$ cat config.mk
export PLATFORM = sky130hd
export DESIGN_NAME = m92_cpu_bus_ctrl_flat
export DESIGN_NICKNAME = d
export VERILOG_FILES = /design/src/rtl/m92_pkg.sv /design/src/rtl/m92_cpu_bus_ctrl_if.sv /design/src/rtl/m92_cpu_pause.sv /design/src/rtl/m92_cpu_bus_ctrl.sv /design/src/flat_wrapper.sv
export SDC_FILE = /design/constraint.sdc
export NUM_CORES = 1
export LEC_CHECK = 0
export CAP_MARGIN = 20
export CORE_AREA = 4 4 72 140
export CTS_CLUSTER_SIZE = 10
export DETAILED_ROUTE_END_ITERATION = 12
export DIE_AREA = 0 0 76 144
export PLACE_DENSITY = 0.85
export SLEW_MARGIN = 15
export SYNTH_ARGS = -nofsm -noshare
export SYNTH_HDL_FRONTEND = slang
export SYNTH_SLANG_ARGS = --single-unit
$ cat constraint.sdc
create_clock -name CLK_32M -period 2.8 [get_ports CLK_32M]
set_clock_uncertainty 0.15 [all_clocks]
set_input_delay 0.56 -clock CLK_32M [delete_from_list [all_inputs] [get_ports CLK_32M]]
set_output_delay 0.56 -clock CLK_32M [all_outputs]
set_load 0.02 [all_outputs]
$ cat src/rtl/m92_pkg.sv
// Shared types for the M92 V30 bus sequencer: bus request and pause FSM states.
// Ports: none (package).
// Latency/backpressure: n/a.
package m92_pkg;

  localparam int BUS_AW = 20;
  localparam int SDR_AW = 25;
  localparam int DW     = 16;

  typedef enum logic {
    IDLE = 1'b0,
    WAIT = 1'b1
  } bus_state_t;

  typedef enum logic [1:0] {
    RUN    = 2'd0,
    DRAIN  = 2'd1,
    PAUSED = 2'd2,
    RESUME = 2'd3
  } pause_state_t;

endpackage

$ cat src/rtl/m92_cpu_bus_ctrl_if.sv
// Toggle-handshake SDRAM CPU port: master raises requests, slave answers on ack.
// Ports: sdr_rq/addr/din/wr_sel (master->slave), sdr_ack/sdr_dout (slave->master).
// Backpressure: a request is outstanding until sdr_ack equals sdr_rq.
interface m92_cpu_bus_ctrl_if;
  import m92_pkg::*;

  logic              sdr_rq;
  logic              sdr_ack;
  logic [SDR_AW-1:0] sdr_addr;
  logic [DW-1:0]     sdr_din;
  logic [1:0]        sdr_wr_sel;
  logic [DW-1:0]     sdr_dout;

  modport master (
    output sdr_rq, sdr_addr, sdr_din, sdr_wr_sel,
    input  sdr_ack, sdr_dout
  );

  modport slave (
    input  sdr_rq, sdr_addr, sdr_din, sdr_wr_sel,
    output sdr_ack, sdr_dout
  );

endinterface

$ cat src/rtl/m92_cpu_pause.sv
// Frame-accurate CPU pause: drains the bus, freezes, resumes at the captured V/H position.
// Ports: clk/reset_n, i_pause_rq, i_bus_idle, i_vcount/i_hcount in; o_paused (registered) out.
// Latency: o_paused changes one cycle after the qualifying condition is sampled.
module m92_cpu_pause
  import m92_pkg::*;
(
  input  logic       clk,
  input  logic       reset_n,
  input  logic       i_pause_rq,
  input  logic       i_bus_idle,
  input  logic [8:0] i_vcount,
  input  logic [9:0] i_hcount,
  output logic       o_paused
);

  pause_state_t r_state;
  logic [8:0]   r_vcap;
  logic [9:0]   r_hcap;
  logic         r_paused;
  logic         w_pos_match;

  assign w_pos_match = (i_vcount == r_vcap) && (i_hcount == r_hcap);
  assign o_paused    = r_paused;

  always_ff @(posedge clk) begin
    if (!reset_n) begin
      r_state  <= RUN;
      r_vcap   <= '0;
      r_hcap   <= '0;
      r_paused <= 1'b0;
    end else begin
      case (r_state)
        RUN: begin
          if (i_pause_rq) r_state <= DRAIN;
        end
        DRAIN: begin
          // A withdrawn request wins over a bus that happens to go idle.
          if (!i_pause_rq) begin
            r_state <= RUN;
          end else if (i_bus_idle) begin
            r_state  <= PAUSED;
            r_vcap   <= i_vcount;
            r_hcap   <= i_hcount;
            r_paused <= 1'b1;
          end
        end
        PAUSED: begin
          if (!i_pause_rq) r_state <= RESUME;
        end
        RESUME: begin
          // CPU stays frozen until the beam returns to the freeze point, so
          // the CPU sees no lost video time across the pause.
          if (i_pause_rq) begin
            r_state <= PAUSED;
          end else if (w_pos_match) begin
            r_state  <= RUN;
            r_paused <= 1'b0;
          end
        end
        default: r_state <= RUN;
      endcase
    end
  end

endmodule

$ cat src/rtl/m92_cpu_bus_ctrl.sv
// V30 bus sequencer: CPU clock enables, stall on SDRAM/VRAM/pause, toggle SDRAM requests.
// Ports: V30 strobes/addr/data, region decode, video counters in; ce_*, mem_*, rom_data,
//        mem_busy, paused out; SDRAM port via m92_cpu_bus_ctrl_if.master. Request launches 1 cycle after strobe.
module m92_cpu_bus_ctrl
  import m92_pkg::*;
#(
  parameter int CE_DIV_LOG2 = 2
) (
  input  logic              CLK_32M,
  input  logic              reset_n,
  input  logic              pause_rq,
  input  logic [8:0]        vcount,
  input  logic [9:0]        hcount,
  input  logic              bus_read,
  input  logic              bus_write,
  input  logic [BUS_AW-1:0] bus_addr,
  input  logic [1:0]        bus_be,
  input  logic [DW-1:0]     bus_dout,
  input  logic              ram_rom_memrq,
  input  logic              pf_vram_memrq,
  input  logic [SDR_AW-1:0] region_addr,
  input  logic              region_writable,
  input  logic              ext_busy,
  output logic              ce_cpu,
  output logic              ce_4x_cpu,
  output logic              mem_read,
  output logic              mem_write,
  output logic [DW-1:0]     word_dout,
  output logic [DW-1:0]     rom_data,
  output logic              mem_busy,
  output logic              paused,
  m92_cpu_bus_ctrl_if.master sdr
);

  bus_state_t              r_bus_state;
  logic                    r_read_d1;
  logic                    r_write_d1;
  logic [CE_DIV_LOG2-1:0]  r_ce_cnt;
  logic                    r_sdr_rq;
  logic [SDR_AW-1:0]       r_sdr_addr;
  logic [DW-1:0]           r_sdr_din;
  logic [1:0]              r_sdr_wr_sel;
  logic [DW-1:0]           r_rom_data;
  logic                    r_mem_busy;

  logic                    w_rd_rise;
  logic                    w_wr_rise;
  logic [1:0]              w_lanes;
  logic                    w_stall;
  logic                    w_run;
  logic                    w_paused;
  logic                    w_unused;

  assign mem_read  = bus_read  | r_read_d1;
  assign mem_write = bus_write | r_write_d1;
  assign w_rd_rise = bus_read  & ~r_read_d1;
  assign w_wr_rise = bus_write & ~r_write_d1;

  // Odd-address byte access: the low data byte moves to the high lane.
  assign word_dout = bus_addr[0] ? {bus_dout[7:0], 8'h00} : bus_dout;
  assign w_lanes   = bus_addr[0] ? {bus_be[0], 1'b0}      : bus_be;

  // Combinational so the enable is already suppressed in the strobe cycle.
  assign w_stall = ((ram_rom_memrq | pf_vram_memrq) & (mem_read | mem_write))
                 | r_mem_busy | ext_busy | w_paused;
  assign w_run   = reset_n & ~w_stall;

  assign ce_4x_cpu = w_run;
  assign ce_cpu    = w_run & (&r_ce_cnt);

  assign sdr.sdr_rq     = r_sdr_rq;
  assign sdr.sdr_addr   = r_sdr_addr;
  assign sdr.sdr_din    = r_sdr_din;
  assign sdr.sdr_wr_sel = r_sdr_wr_sel;

  assign rom_data = r_rom_data;
  assign mem_busy = r_mem_busy;
  assign paused   = w_paused;

  assign w_unused = ^bus_addr[BUS_AW-1:1];

  always_ff @(posedge CLK_32M) begin
    if (!reset_n) begin
      r_bus_state  <= IDLE;
      r_read_d1    <= 1'b0;
      r_write_d1   <= 1'b0;
      r_ce_cnt     <= '0;
      r_sdr_rq     <= 1'b0;
      r_sdr_addr   <= '0;
      r_sdr_din    <= '0;
      r_sdr_wr_sel <= 2'b00;
      r_rom_data   <= '0;
      r_mem_busy   <= 1'b0;
    end else begin
      r_read_d1  <= bus_read;
      r_write_d1 <= bus_write;

      if (w_run) r_ce_cnt <= r_ce_cnt + CE_DIV_LOG2'(1);

      case (r_bus_state)
        IDLE: begin
          if ((w_rd_rise | w_wr_rise) & ram_rom_memrq) begin
            r_bus_state <= WAIT;
            r_sdr_addr  <= region_addr;
            r_sdr_rq    <= ~r_sdr_rq;
            r_mem_busy  <= 1'b1;
            // Writes into read-only regions go out as reads so the CPU
            // still sees a normal bus cycle.
            if (w_wr_rise & region_writable) begin
              r_sdr_wr_sel <= w_lanes;
              r_sdr_din    <= word_dout;
            end else begin
              r_sdr_wr_sel <= 2'b00;
            end
          end
        end
        WAIT: begin
          // New strobes are dropped here; the stall keeps the CPU from
          // issuing them in normal operation.
          if (sdr.sdr_ack == r_sdr_rq) begin
            r_bus_state <= IDLE;
            r_rom_data  <= sdr.sdr_dout;
            r_mem_busy  <= 1'b0;
          end
        end
        default: r_bus_state <= IDLE;
      endcase
    end
  end

  m92_cpu_pause u_pause (
    .clk        (CLK_32M),
    .reset_n    (reset_n),
    .i_pause_rq (pause_rq),
    .i_bus_idle (~mem_read & ~mem_write & ~r_mem_busy),
    .i_vcount   (vcount),
    .i_hcount   (hcount),
    .o_paused   (w_paused)
  );

endmodule

$ cat src/flat_wrapper.sv
// flat-port wrapper written by rule: the top's interface ports become plain ports
module m92_cpu_bus_ctrl_flat import m92_pkg::*;
#(
  parameter int CE_DIV_LOG2 = 2
)
  (CLK_32M, reset_n, pause_rq, vcount, hcount, bus_read, bus_write, bus_addr, bus_be, bus_dout, ram_rom_memrq, pf_vram_memrq, region_addr, region_writable, ext_busy, ce_cpu, ce_4x_cpu, mem_read, mem_write, word_dout, rom_data, mem_busy, paused, sdr_sdr_rq, sdr_sdr_addr, sdr_sdr_din, sdr_sdr_wr_sel, sdr_sdr_ack, sdr_sdr_dout);
  m92_cpu_bus_ctrl_if sdr_i ();
  input  logic CLK_32M;
  input  logic reset_n;
  input  logic pause_rq;
  input  logic [8:0] vcount;
  input  logic [9:0] hcount;
  input  logic bus_read;
  input  logic bus_write;
  input  logic [BUS_AW-1:0] bus_addr;
  input  logic [1:0] bus_be;
  input  logic [DW-1:0] bus_dout;
  input  logic ram_rom_memrq;
  input  logic pf_vram_memrq;
  input  logic [SDR_AW-1:0] region_addr;
  input  logic region_writable;
  input  logic ext_busy;
  output logic ce_cpu;
  output logic ce_4x_cpu;
  output logic mem_read;
  output logic mem_write;
  output logic [DW-1:0] word_dout;
  output logic [DW-1:0] rom_data;
  output logic mem_busy;
  output logic paused;
  output wire logic [$bits(sdr_i.sdr_rq)-1:0] sdr_sdr_rq;
  output wire logic [$bits(sdr_i.sdr_addr)-1:0] sdr_sdr_addr;
  output wire logic [$bits(sdr_i.sdr_din)-1:0] sdr_sdr_din;
  output wire logic [$bits(sdr_i.sdr_wr_sel)-1:0] sdr_sdr_wr_sel;
  input wire logic [$bits(sdr_i.sdr_ack)-1:0] sdr_sdr_ack;
  input wire logic [$bits(sdr_i.sdr_dout)-1:0] sdr_sdr_dout;
  assign sdr_sdr_rq = sdr_i.sdr_rq;
  assign sdr_sdr_addr = sdr_i.sdr_addr;
  assign sdr_sdr_din = sdr_i.sdr_din;
  assign sdr_sdr_wr_sel = sdr_i.sdr_wr_sel;
  assign sdr_i.sdr_ack = sdr_sdr_ack;
  assign sdr_i.sdr_dout = sdr_sdr_dout;
  m92_cpu_bus_ctrl #(.CE_DIV_LOG2(CE_DIV_LOG2)) u_core (.CLK_32M(CLK_32M), .reset_n(reset_n), .pause_rq(pause_rq), .vcount(vcount), .hcount(hcount), .bus_read(bus_read), .bus_write(bus_write), .bus_addr(bus_addr), .bus_be(bus_be), .bus_dout(bus_dout), .ram_rom_memrq(ram_rom_memrq), .pf_vram_memrq(pf_vram_memrq), .region_addr(region_addr), .region_writable(region_writable), .ext_busy(ext_busy), .ce_cpu(ce_cpu), .ce_4x_cpu(ce_4x_cpu), .mem_read(mem_read), .mem_write(mem_write), .word_dout(word_dout), .rom_data(rom_data), .mem_busy(mem_busy), .paused(paused), .sdr(sdr_i));
endmodule
==> results.ini, run 1 <==
[cts]
cts.clk_slew.worst_paths_ps=60
insertion_delay_ps=330
tritoncts=done
clockBufferDepth=2
cts_setup_buffers=0
htree_levels=3
clock_sinks=88
clockRootBuffer=clkbuf_16
cts-hold-fix-buffers=0
cts_buffers=9

[power]
seqPwrFrac_pct=42.9
p_leak_nw=2.287
clkPwrFrac_pct=38.6
internal_power_w=0.002370
combPwrFrac_pct=18.5
p_sw_share_pct=23.82
p_sw_w=0.0007412
power_density_nw_per_um2=517.7
ir_worst_vdd_v=0.0003841

[worst_setup_path]
required_ps=2090
path_max_fanout=3
cp_data_arrival_time_ps=2000
end_kind=output pin
crit_type=in2out
crit_path_start_kind=primary input

[logic_synthesis]
synth_warnings=0
ys_top_cells_by_area=dfxtp_1 (46%), mux2i_1 (20%), nor2b_1 (14%)
ys_seq_area_share_pct=45.67
synth_nets=468
synth_top_area_cell=dfxtp_1
synth.avg_cell_area_um2=10.74
synth_top_area_share_pct=45.67
syn_area_um2=3857
ys_seq_elements=88
ys_types=37
netlist_instances=359

[place]
portBuffers=170
dp_slack_ps=-354.0
dpl.hpwl_mm=7.990
dpl_cell_area_um2=5702
place_congestion=0.8588

[drt]
vias=3170
wl_per_cell_um=16.21
drt_pass1_iterations=4
drtIter0Drc=102
drt_wl_total_mm=10.51
drc=0
viasPerCell=4.892
ant_nets=0

[cells_and_area]
nNetsFinal=650
design_area_um2=6010
final_common_cell=clkdlybuf4s50_1
antenna_cells=0
fill_cells=739
final_cell_mix=clkdlybuf4s50_1 (154), dfxtp_1 (88), nor2b_1 (87)
drive_above_1_share_pct=10.44
seq_area_um2=1762
syn_to_final_growth_pct=55.79
multiInputGateArea_um2=1954

[die]
dieArea_um2=10940
io_pins=190
num_rows=49
core_area_um2=9012
die_y_um=144
start_util_pct=42.80
die_w_um=76

[run_status]
status=complete, no violations

[sta]
rsz0062_at_grt=no
setup_ws_ps=94.23
finalSetupTns_ps=0
fmax_mhz=369.6
post-route-period-util_pct=96.63
hold_violations=0
maxSlewViolCount=0
slew_headroom_pct=52.84
timing.final.crit_period_ps=2706
tightest_slew_ps=707.4
setup_viol=0
fin_hold_ws_ps=316.6

[job]
max_cap_viol_count=0

[global_route]
grt_pass1_wl_mm=16.57
antenna_found_initial=0
grt_pass1_vias=3384
overflow=0
grt_max_degree=90
track_usage_pct=18.79

[hold_path]
hp-class=reg2reg

## power by group through the flow
stage / Clock, W / Sequential [W] / Combinational, W
after global placement: 0 / 0.00136 / 0.000573
final: 0.00120 / 0.00133 / 0.000576
after detailed placement: 0 / 0.00136 / 0.000585
after floorplan: 0 / 0.00141 / 0.000228
after global routing: 0.00129 / 0.00134 / 0.000615
after CTS: 0.00123 / 0.00133 / 0.000583
## layer usage
metal,GRT usage [%],share of wire [%],up-vias
li1,-,-,1558
met1,18.47,34,1479
met2,35.13,56,105
met3,4.800,5.3,28
met4,10.60,4.1,0
met5,0,0,-
## worst paths after layout
| kind | startpoint | end | slack (ps) | cells after the start |
|---|---|---|---|---|
| worst min-delay path | u_core.sdr.sdr_wr_sel[1]$_SDFFE_PN0P_ | u_core.sdr.sdr_wr_sel[1]$_SDFFE_PN0P_ | 320 | 2 |
| worst min register to register | u_core.sdr.sdr_wr_sel[1]$_SDFFE_PN0P_ | u_core.sdr.sdr_wr_sel[1]$_SDFFE_PN0P_ | 320 | 2 |
| worst max register to register | u_core.r_read_d1$_SDFF_PN0_ | u_core.u_pause.r_vcap[7]$_SDFFE_PN0P_ | 1020 | 6 |
| worst max-delay path | bus_write | mem_write | 90 | 4 |
## metrics by stage
step,utilization (%),total power [W],cells
2_1_floorplan,-,0.001639,359
3_3_place_gp,63.27,0.001932,632
3_5_place_dp,63.27,0.001946,632
4_1_cts,66.65,0.003152,648
5_1_grt,66.68,0.003244,648
6_report,66.68,0.003111,648
## cell usage after synthesis (all sizes together)
| master | n |
|---|---|
| nand4 | 5 |
| nor2b | 87 |
| xor2 | 1 |
| nand2b | 4 |
| ha | 1 |
| a22oi | 1 |
| nor3 | 1 |
| mux2 | 9 |
| nor2 | 6 |
| inv | 4 |
| a211oi | 1 |
| nand3b | 1 |
| nand2 | 6 |
| o21ai | 3 |
| nor4b | 2 |
| and3 | 2 |
| a31oi | 1 |
| clkbuf | 10 |
| mux2i | 76 |
| a21oi | 3 |
| a21boi | 4 |
| or2 | 2 |
| and2 | 5 |
| xnor2 | 21 |
| a41oi | 1 |
| dfxtp | 88 |
| nor4 | 3 |
| buf | 11 |
## flip-flops by register name, summed over array words and instances, names as in the netlist, named ones only
register,count
u_core.mem_busy,1
u_core.r_bus_state,1
u_core.r_ce_cnt,2
u_core.r_read_d1,1
u_core.r_write_d1,1
u_core.rom_data,16
u_core.sdr.sdr_addr,25
u_core.sdr.sdr_din,16
u_core.sdr.sdr_rq,1
u_core.sdr.sdr_wr_sel,2
u_core.u_pause.o_paused,1
u_core.u_pause.r_hcap,10
u_core.u_pause.r_state,1
u_core.u_pause.r_vcap,9
## cell families after synthesis
| logic type | count (synthesis) | share of synthesized area [%] |
|---|---|---|
| muxes | 85 | 22.35 |
| and+or+nand+nor | 124 | 19.69 |
| xor gates and xnor gates | 22 | 4.995 |
| AOI/OAI and AO/OA | 14 | 2.465 |
| buffers and inverters | 25 | 4.508 |
| adders and majority gates | 1 | 0.3243 |
| DFF | 88 | 45.67 |
## worst max-delay path, stage by stage
cell and delay (ps):
clkdlybuf4s50_1 460, buf_4 170, or2_2 270, clkdlybuf4s50_1 540
## repair_timing
action                     in CTS  in global routing
setup endpoints to repair      11                  6
pin swaps                       0                  0
gates resized for setup        15                  8
## cell type report
cell class | count | area share [%]
Multi-Input combinational cell | 246 | 32.52
Timing Repair Buffer | 192 | 30.79
Sequential cell | 88 | 29.32
Clock buffer | 13 | 4.331
Tap cell | 102 | 2.124
Clock inverter | 3 | 0.6663
Inverter | 4 | 0.2498
Note: power is estimated with default switching activity, not from simulation.
==> run 2: changes to the inputs <==
- MAX_ROUTING_LAYER: not set -> met4
==> run 2 against run 1 <==
Sequential power is essentially flat. Die area is the same. Sequential cell count is the same. Critical path depth is the same. Largest cell class unchanged. Cell count is the same. Final area is the same. Clock-buffer cell count is the same. Wire length grew 0.14%. Total power grew 0.22%. Global-route usage grew 0.58 points.
==> results.ini, run 2 (same netlist as run 1, synthesis figures left out) <==
[run_status]
status=complete, no violations

[place]
dp_slack_ps=-354.0
portBuffers=170
place_congestion=0.8726
dpl.hpwl_mm=7.990
dpl_cell_area_um2=5702

[sta]
setup_viol=0
post-route-period-util_pct=96.63
setup_ws_ps=94.23
tightest_slew_ps=704.3
finalSetupTns_ps=0
hold_violations=0
slew_headroom_pct=53.04
timing.final.crit_period_ps=2706
maxSlewViolCount=0
fmax_mhz=369.6
fin_hold_ws_ps=316.7
rsz0062_at_grt=no

[worst_setup_path]
r2r_setup_slack_ps=1020
required_ps=2090
crit_type=in2out
end_kind=output pin
r2r_cells=6
r2r-end=u_core.u_pause.r_vcap[7]$_SDFFE_PN0P_
path_max_fanout=3
cp_data_arrival_time_ps=2000
crit_path_start_kind=primary input
reg2reg_from=u_core.r_read_d1$_SDFF_PN0_

[die]
die_w_um=76
dieArea_um2=10940
core_area_um2=9012
num_rows=49
start_util_pct=42.80
io_pins=190
die_y_um=144

[power]
ir_worst_vdd_v=0.0003842
p_leak_nw=2.287
power_density_nw_per_um2=518.9

[drt]
vias=3178
drt_wl_total_mm=10.52
drtIter0Drc=97
wl_per_cell_um=16.24
drc=0
ant_nets=0
viasPerCell=4.904
drt_pass1_iterations=3

[cts]
cts_setup_buffers=0
htree_levels=3
cts.clk_slew.worst_paths_ps=60
clockRootBuffer=clkbuf_16
insertion_delay_ps=330
cts_buffers=9
clock_sinks=88
tritoncts=done
clockBufferDepth=2

[cells_and_area]
final_cell_mix=clkdlybuf4s50_1 (154), dfxtp_1 (88), nor2b_1 (87)
nNetsFinal=650
antenna_cells=0
final_common_cell=clkdlybuf4s50_1
drive_above_1_share_pct=10.44
syn_to_final_growth_pct=55.79
multiInputGateArea_um2=1954
fill_cells=739
design_area_um2=6010
seq_area_um2=1762
largest_register_ffs=25

[hold_path]
min_from=u_core.sdr.sdr_wr_sel[1]$_SDFFE_PN0P_
whs_endpoint=u_core.sdr.sdr_wr_sel[1]$_SDFFE_PN0P_
hp-class=reg2reg
min_delay_path_depth=2

[global_route]
grt_pass1_wl_mm=16.56
track_usage_pct=19.38
overflow=0
antenna_found_initial=0
grt_pass1_vias=3399
grt_max_degree=90

[job]
max_cap_viol_count=0

run 2: cell counts in the layout (fill, tap and decap cells not counted):
No cell type changed its count.
run 2: per-stage QoR:
step	std cells	power, W	util [%]
6_report	648	0.003118	66.68
5_1_grt	648	0.003245	66.68
4_1_cts	648	0.003152	66.65
3_5_place_dp	632	0.001946	63.27
3_3_place_gp	632	0.001932	63.27
2_1_floorplan	359	0.001639	-
run 2: worst max path at each step:
stage | startpoint | end | cells past startpoint | slack (ps)
4_1_cts | bus_addr[0] | word_dout[11] | 4 | 1
5_1_grt | bus_read | mem_read | 4 | 50
3_3_place_gp | bus_read | ce_cpu | 6 | -320
2_1_floorplan | reset_n | ce_cpu | 5 | 540
3_5_place_dp | bus_read | ce_cpu | 6 | -350
6_report | bus_write | mem_write | 4 | 90
run 2: power breakdown:
part	internal [W]	total (W)	switching, W
clock network	0.000738	0.00121	0.000470
registers	0.00130	0.00133	0.0000309
logic	0.000329	0.000576	0.000247
run 2: layout make-up:
class,count,share of cell area (%)
Tap cell,102,2.124
Inverter,4,0.2498
Timing Repair Buffer,192,30.79
Multi-Input combinational cell,246,32.52
Clock buffer,13,4.331
Clock inverter,3,0.6663
Sequential cell,88,29.32
run 2: worst max-delay path, cell delays in order:
cell and delay (ps):
clkdlybuf4s50_1 460, buf_4 170, or2_2 270, clkdlybuf4s50_1 540
run 2: repair_timing:
item | 4_1_cts | 5_1_grt
pin swaps | 0 | 0
resized for setup | 15 | 8
hold buffers | 0 | 0
endpoints found under the setup margin | 11 | 6
run 2: metal layers:
layer / part of all wire, % / track usage (%) / up-vias
met5: 0 / - / -
met4: 4.2 / 10.79 / 0
met3: 4.6 / 4.302 / 30
met2: 56 / 34.95 / 106
met1: 35 / 18.94 / 1483
li1: - / - / 1559
